<file path="src/rtl/occupancy_counter.sv">
// occupancy_counter: edge-detects sensor entry/exit levels and keeps a saturating parking occupancy count.
// Optional BCD_VAGAS_EN adds registered BCD tens/units of the free-space count.
module occupancy_counter #(
  parameter int CAPACIDADE = 7,
  parameter int W = 3
) (
  input  logic         CLK,
  input  logic         reset,
  input  logic         contar,
  input  logic         up_down,
  output logic [W-1:0] ocupadas,
  output logic [W-1:0] livres,
  output logic         lotado,
  output logic         vazio,
  output logic         erro
`ifdef BCD_VAGAS_EN
  ,
  output logic [3:0]   livres_dez,
  output logic [3:0]   livres_uni
`endif
);
  localparam logic [W-1:0] CAP = W'(CAPACIDADE);
  logic         contar_q, up_down_q;
  logic [W-1:0] ocup_q, ocup_d, livres_q, livres_d;
  logic         lotado_q, vazio_q, erro_q, erro_d;
  logic         ent, sai, inc, dec;
  assign ent = contar & ~contar_q;
  assign sai = up_down & ~up_down_q;
  assign inc = ent & ~sai & (ocup_q != CAP);
  assign dec = sai & ~ent & (ocup_q != '0);
  always_comb begin
    erro_d   = (ent & ~sai & (ocup_q == CAP)) | (sai & ~ent & (ocup_q == '0));
    ocup_d   = inc ? ocup_q + 1'b1 : dec ? ocup_q - 1'b1 : ocup_q;
    livres_d = inc ? livres_q - 1'b1 : dec ? livres_q + 1'b1 : livres_q;
  end
  // Edge registers load live inputs during reset so a held level never fires on release.
  always_ff @(posedge CLK) begin
    contar_q  <= contar;
    up_down_q <= up_down;
    if (reset) begin
      ocup_q   <= '0;
      livres_q <= CAP;
      lotado_q <= 1'b0;
      vazio_q  <= 1'b1;
      erro_q   <= 1'b0;
    end else begin
      ocup_q   <= ocup_d;
      livres_q <= livres_d;
      lotado_q <= ocup_d == CAP;
      vazio_q  <= ocup_d == '0;
      erro_q   <= erro_d;
    end
  end
  assign ocupadas = ocup_q;
  assign livres   = livres_q;
  assign lotado   = lotado_q;
  assign vazio    = vazio_q;
  assign erro     = erro_q;
`ifdef BCD_VAGAS_EN
  logic [3:0] dez_q, uni_q;
  always_ff @(posedge CLK) begin
    if (reset) begin
      dez_q <= 4'(CAPACIDADE / 10);
      uni_q <= 4'(CAPACIDADE % 10);
    end else begin
      dez_q <= 4'(32'(livres_d) / 32'd10);
      uni_q <= 4'(32'(livres_d) % 32'd10);
    end
  end
  assign livres_dez = dez_q;
  assign livres_uni = uni_q;
`endif
endmodule

</file>
<file path="config.mk">
export PLATFORM = sky130hd
export DESIGN_NAME = occupancy_counter
export DESIGN_NICKNAME = d
export VERILOG_FILES = /design/src/rtl/occupancy_counter.sv
export SDC_FILE = /design/constraint.sdc
export NUM_CORES = 1
export LEC_CHECK = 0
export CORE_MARGIN = 2
export CORE_UTILIZATION = 28
export DETAILED_ROUTE_END_ITERATION = 8
export PLACE_DENSITY = 0.57
export SLEW_MARGIN = 10
export SYNTH_ARGS = -nofsm -noshare
export SYNTH_HDL_FRONTEND = slang
export SYNTH_SLANG_ARGS = --single-unit
export TNS_END_PERCENT = 30
</file>
<file path="constraint.sdc">
create_clock -name CLK -period 1.8 [get_ports CLK]
set_clock_uncertainty 0.15 [all_clocks]
set_input_delay 0.18 -clock CLK [delete_from_list [all_inputs] [get_ports CLK]]
set_output_delay 0.18 -clock CLK [all_outputs]
set_load 0.01 [all_outputs]
</file>
==> metrics.md, run 1 <==
| Metric | Value |
|---|---|
| 1st-pass router iterations | 4 |
| Syn-to-layout area delta | 62.96% |
| H-tree depth | 1 |
| Worst path most repeated cell | ha_4 |
| Area share of the leading cell type in the synthesized netlist | 37.69% |
| CTS tree | built |
| Cells after synthesis | 60 |
| Cts hold-fix bufs | 0 |
| Clk pin slew, worst setup/hold paths | ~0.07 ns |
| Starting Density | 29.78% |
| Number of global-route vias before repair | between 500 and 600 |
| Cell taking the most area after synthesis | dfxtp_1 |
| CP max FO | 4 |
| CORE AREA | around 2000 um2 |
| Placer Congestion | 0.8005 |
| Max stage delay cell, worst path | or3b_4 |
| Rel. slew slack | 77.31% |
| Avg Inst Size Synth | ~9.7 um2 |
| Via density | between 4 and 5 |
| Seq cells post-synth | 11 |
| Share of cells above drive strength 1 | a little under half |
| Root Buffer | clkbuf_4 |
| Mapped Area | a little under 600 um2 |
| Crit start category | flip-flop |
| FF+latch area | ~230 um2 |
| Post-synth top cells | dfxtp_1, ha_1 |
| Max VDD drop | 0.4558 mV |
| CP arrival | between 1.5 and 2 ns |
| First-pass GRT wire length | approximately 2500 um |
| Peak Freq | 516.5 MHz |
| Power per Cell Area | roughly 730 nW/um2 |
| Chip width | just under 50 um |
| Port bufs | 12 |
| CP delay by family, top | simple AND/OR/NAND/NOR gates |
| Tightest Pin Transition | 0.3372 ns |
| Final hold vios | 0 |
| Final WL | around 1300 um |
| Worst EP required | between 1.5 and 2 ns |
| Critical path type | flip-flop to flip-flop |
| Register area share after synthesis | 37.69% |
| Setup ws final | -0.1361 ns |
| Clock latency at the later pin of the worst-skew pair | 0.27 ns |
| Setup Viol. Count Final | 4 |
| Die area | 2468 um2 |
| Global route total overflow | 0 |
| Tmin final | around 1.9 ns |
| Detailed Route Iter0 Violations | 10 |
| Design Power | about 690 uW |
| Clk buf depth | 2 |
| EDFF count, synth | 0 |
| Sink Count | 11 |
| Leakage power total | approximately 0.00036 uW |
| Vias | roughly 550 |
| WL/cell | approximately 11 um |
| Synthesized Nets | 69 |
| Yosys cell types | 29 |
| Worst hold path stage count | 1 |
| Main synth FF type | dfxtp_1 |
| Number of cell rows | 16 |
| Synth area leaders | dfxtp_1, ha_1, nor3_2, nor2b_1, xor2_1 |
| CTS Buf Count | 3 |
| Outcome | finished, violations left |
| WP depth | 7 |
| Ys async rst share | 0% |
| Multi-input logic area | around 430 um2 |
| Post-detail-place hpwl | just under 1000 um |
| FF-to-FF path depth | 7 |
| Fill cells | ~200 |
| Period utilization | 107.6% |
| Failing checks | setup timing |
| CP peak stage delay | about 0.43 ns |
| RSZ-0062 raised after global routing | true |
| Hold Path Class | input port to flip-flop |
| All-Layer GR Usage | a little over an eighth |
| Post-route DRC | 0 |
| DRT antenna net count | 0 |
| Post-layout nets | between 90 and 100 |
| Top Ports | 13 |
| # diodes | 0 |
| Max Cap Viol | 0 |
| Worst-path cell chain | ha_4, ha_4, or3b_4, nor4_4, a21oi_2, xor2_1, nand2b_1 |
| Hold Slack | ~0.25 ns |
| Max-slew violation count | 0 |
| Yosys Warn Count | 0 |
| Bufs and invs on worst path | 0 |
| Largest net degree at the start of global routing | 9 |
| Die Ht | 49.68 um |
| CP Capture Type | flip-flop |
| Initial antenna violation count | 0 |
| Cell with the most instances after synthesis | dfxtp_1 |
-- per-layer routing --
layer	track usage, %	up-vias	part of all wire [%]
li1	-	278	-
met4	2.778	0	0
met2	19.78	11	47
met5	0	-	0
met1	17.76	262	48
met3	5.758	0	5.2
-- worst paths after layout --
check                               from                     end  slack [ns]
hold / removal                    contar        contar_q$_DFF_P_        0.25
setup reg to reg  ocupadas[1]$_SDFF_PP0_  livres[2]$_SDFFE_PP1P_       -0.14
hold reg to reg   livres[2]$_SDFFE_PP1P_  livres[2]$_SDFFE_PP1P_        0.35
setup / recovery  ocupadas[1]$_SDFF_PP0_  livres[2]$_SDFFE_PP1P_       -0.14
-- power by group --
part,internal (uW),switching [uW]
Clock,85.8,87.1
Sequential,268,19.7
Combinational,130,101
-- placed cells by master, fill, tap and decap left out, types with 2 or more instances in the layout --
cell type	count
buf_4	14
clkdlybuf4s50_1	12
dfxtp_1	9
inv_2	3
o21ai_0	3
clkbuf_4	3
nor2b_1	2
nor3b_2	2
nor2_1	2
nor3_2	2
nor3_1	2
nand2_1	2
nand3b_1	2
xor2_1	2
nand2b_1	2
ha_4	2
ha_2	2
-- logic make-up after synthesis --
logic type,share of synthesized area [%]
simple gates,34.90
compound gates,8.352
fa+ha+maj,10.71
flops,37.69
buf+inv,3.854
xor+xnor,4.498
-- state kept, by name, indices dropped and copies added, names as in the netlist --
signal,cells
lotado,1
vazio,1
up_down_q,1
contar_q,1
livres,3
ocupadas,3
erro,1
-- timing repair --
action,in CTS,in global routing
pin swaps,8,2
gates resized for setup,10,6
endpoints found under the setup margin,7,8
setup buffers,1,0
-- stage by stage --
| step | instances | setup TNS, ns | util (%) | area (um2) | setup slack [ns] |
|---|---|---|---|---|---|
| 2_1_floorplan | 60 | -0.1372 | - | 619.3 | -0.06729 |
| 3_3_place_gp | 111 | -1.130 | 43.81 | 859.6 | -0.2866 |
| 3_5_place_dp | 111 | -1.246 | 43.81 | 859.6 | -0.2906 |
| 4_1_cts | 116 | -0.4243 | 47.39 | 929.6 | -0.1602 |
| 5_1_grt | 116 | -1.017 | 48.53 | 952.2 | -0.2290 |
| 6_report | 116 | -0.3772 | 48.53 | 952.2 | -0.1361 |
-- area by class of cell --
type / instances / share of cell area, %
inverter: 3 / 1.183
sequential: 11 / 23.65
timing repair buffer: 26 / 23.65
clock buffer: 4 / 2.760
tap: 27 / 3.548
multi-input combinational: 45 / 45.20
(Power assumes the default switching activity.)
==> run 2: changes to the inputs <==
PLACE_DENSITY = 0.55   (was 0.57)
clock period = 2.1 ns   (was 1.8 ns; I/O delays follow)
==> metrics.md, run 2 (synthesis results as in run 1) <==
| Metric | Value |
|---|---|
| Outcome | finished clean |
| Peak Freq | 503.3 MHz (-2.5%) |
| R2r endpoint | livres[2]$_SDFFE_PP1P_ |
| 1st-pass router iterations | 4 (unchanged) |
| Worst Min Path Start | contar |
| Port bufs | 12 (unchanged) |
| Initial antenna violation count | 0 (unchanged) |
| Rel. slew slack | 79.54% (+2.2 points) |
| CP arrival | 2.00 ns (+0.05 ns) |
| H-tree depth | 1 (unchanged) |
| Reg2Reg Setup Slack | 0.11 ns (+0.25 ns) |
| Tmin final | 1.987 ns (+0.05066 ns) |
| Top Ports | 13 (unchanged) |
| CP delay by family, top | adder cells |
| Worst path most repeated cell | ha_2 |
| WL/cell | 12.01 um (+5.6%) |
| Root Buffer | clkbuf_4 |
| Clock latency at the later pin of the worst-skew pair | 0.27 ns (about the same) |
| Period utilization | 94.61% (-13 points) |
| FF-to-FF path depth | 10 (+3) |
| Share of cells above drive strength 1 | 34.88% (-11 points) |
| CORE AREA | 1962 um2 (unchanged) |
| Worst EP required | 2.12 ns (+0.31 ns) |
| # diodes | 0 (unchanged) |
| Sink of the worst hold path | contar_q$_DFF_P_ |
| Critical path type | flip-flop to flip-flop |
| CTS Buf Count | 3 (unchanged) |
| Power per Cell Area | 653.8 nW/um2 (-10%) |
| Detailed Route Iter0 Violations | 1 (-9) |
| Final Cell Area | 879.6 um2 (-7.6%) |
| Max Cap Viol | 0 (unchanged) |
| Clk buf depth | 2 (unchanged) |
| Global route total overflow | 0 (unchanged) |
| Largest net degree at the start of global routing | 8 (-1) |
| Worst-path cell chain | ha_2, ha_4, inv_2, nand3_2, xnor2_1, ha_2, nor4_4, a21oi_2, xor2_1, nand2b_1 |
| DRT antenna net count | 0 (unchanged) |
| CP max FO | 3 (-1) |
| Worst hold path stage count | 1 (unchanged) |
| Fill cells | 212 (+3.9%) |
| Cts hold-fix bufs | 0 (unchanged) |
| Max stage delay cell, worst path | dfxtp_1 |
| Max VDD drop | 0.2723 mV (-40%) |
| First-pass GRT wire length | 2235 um (-9.0%) |
| Worst r2r src | ocupadas[0]$_SDFF_PP0_ |
| Post-layout nets | 96 (-3.0%) |
| Design Power | 575.1 uW (-17%) |
| Bufs and invs on worst path | 1 (+1) |
| Starting Density | 29.78% (unchanged) |
| Number of global-route vias before repair | 516 (-4.8%) |
| Final WL | 1357 um (+2.9%) |
| Tightest Pin Transition | 0.3042 ns (-0.03304 ns) |
| Chip width | 49.68 um (unchanged) |
| Crit start category | flip-flop |
| CTS tree | built |
| Die area | 2468 um2 (unchanged) |
| All-Layer GR Usage | 12.14% (-1.1 points) |
| Setup Viol. Count Final | 0 (-4) |
| Max-slew violation count | 0 (unchanged) |
| Sink Count | 11 (unchanged) |
| Via density | 4.575 (-3.7%) |
| Leakage power total | 0.0003343 uW (-7.5%) |
| Final hold vios | 0 (unchanged) |
| Commonest non-fill, non-tap cell in the layout | clkdlybuf4s50_1 |
| FF+latch area | 220.2 um2 (-2.2%) |
| Multi-input logic area | 385.4 um2 (-10%) |
| Post-route DRC | 0 (unchanged) |
| Hold Path Class | input port to flip-flop |
| Clk pin slew, worst setup/hold paths | 0.08 ns (about the same) |
| Most frequent cells in the layout | clkdlybuf4s50_1, dfxtp_1, buf_4 |
| Placed cell area | 802.0 um2 (-6.7%) |
| Syn-to-layout area delta | 50.54% |
| Post-detail-place hpwl | 974.2 um (-0.36%) |
| Die Ht | 49.68 um (unchanged) |
| Vias | 517 (-6.2%) |
| RSZ-0062 raised after global routing | true |
| Placer Congestion | 0.8249 (+3.0%) |
| CP peak stage delay | 0.33 ns (-0.10 ns) |
| CP Capture Type | flip-flop |
| Number of cell rows | 16 (unchanged) |
-- run 2: changes by cell type in the layout (fill, tap and decap cells not counted), sizes merged --
cell	previous run	this run
buf	14	11
-- run 2: worst reg2reg max path, delay by kind of cell, from the launching register on --
family / cells / cell delay [ns]
AO/OA/AOI/OAI: 1 / 0.06
XOR/XNOR: 2 / 0.29
adder cells (fa/ha/maj): 3 / 0.58
buffers and inverters: 1 / 0.06
flip-flops: 1 / 0.33
AND/OR/NAND/NOR: 3 / 0.40
-- run 2: worst max path at each step --
stage | from | endpoint | slack (ns) | cells past startpoint
finish | ocupadas[0]$_SDFF_PP0_ | livres[2]$_SDFFE_PP1P_ | 0.11 | 10
global route | ocupadas[0]$_SDFF_PP0_ | vazio$_SDFF_PP1_ | -0.02 | 8
CTS | ocupadas[0]$_SDFF_PP0_ | livres[2]$_SDFFE_PP1P_ | 0.03 | 10
detailed placement | contar | vazio$_SDFF_PP1_ | -0.07 | 8
global placement | contar | livres[2]$_SDFFE_PP1P_ | -0.09 | 9
floorplan | ocupadas[0]$_SDFF_PP0_ | livres[2]$_SDFFE_PP1P_ | 0.11 | 10
-- run 2: report_power, final --
part | switching [uW] | internal [uW] | leakage (uW)
registers | 16.3 | 229 | 0.0000909
logic | 82.9 | 102 | 0.000228
clock network | 71.1 | 73.5 | 0.0000150
total | 170 | 405 | 0.000334
-- run 2: repair_timing --
action                     4_1_cts  5_1_grt
setup endpoints to repair        1        3
buffers inserted                 0        1
pin swaps                        1        3
resized for setup                2        9
-- run 2: layout make-up --
class                      instances  share of cell area [%]
clock buffer                       4                   2.987
inverter                           3                   1.280
tap                               27                   3.841
timing repair buffer              23                   23.04
sequential                        11                   25.04
multi-input combinational         45                   43.81
-- run 2: per-stage QoR --
stage               utilization (%)  setup slack (ns)  setup TNS (ns)  hold WS [ns]  cells
global route                  44.83          -0.01596        -0.01966        0.2796    113
floorplan                         -            0.1132               0       0.08772     60
global placement              40.88          -0.09077         -0.1021        0.3345    108
finish                        44.83            0.1133               0        0.2818    113
detailed placement            40.88          -0.06537         -0.1778        0.3345    108
CTS                           42.79           0.02628               0        0.2801    112
-- run 2: routing by layer --
layer | global-route usage [%] | up-vias | part of all wire (%)
li1 | - | 267 | -
met2 | 19.78 | 9 | 51
met3 | 2.121 | 4 | 2.6
met5 | 0 | - | 0
met4 | 6.944 | 0 | 2.0
met1 | 14.95 | 237 | 44
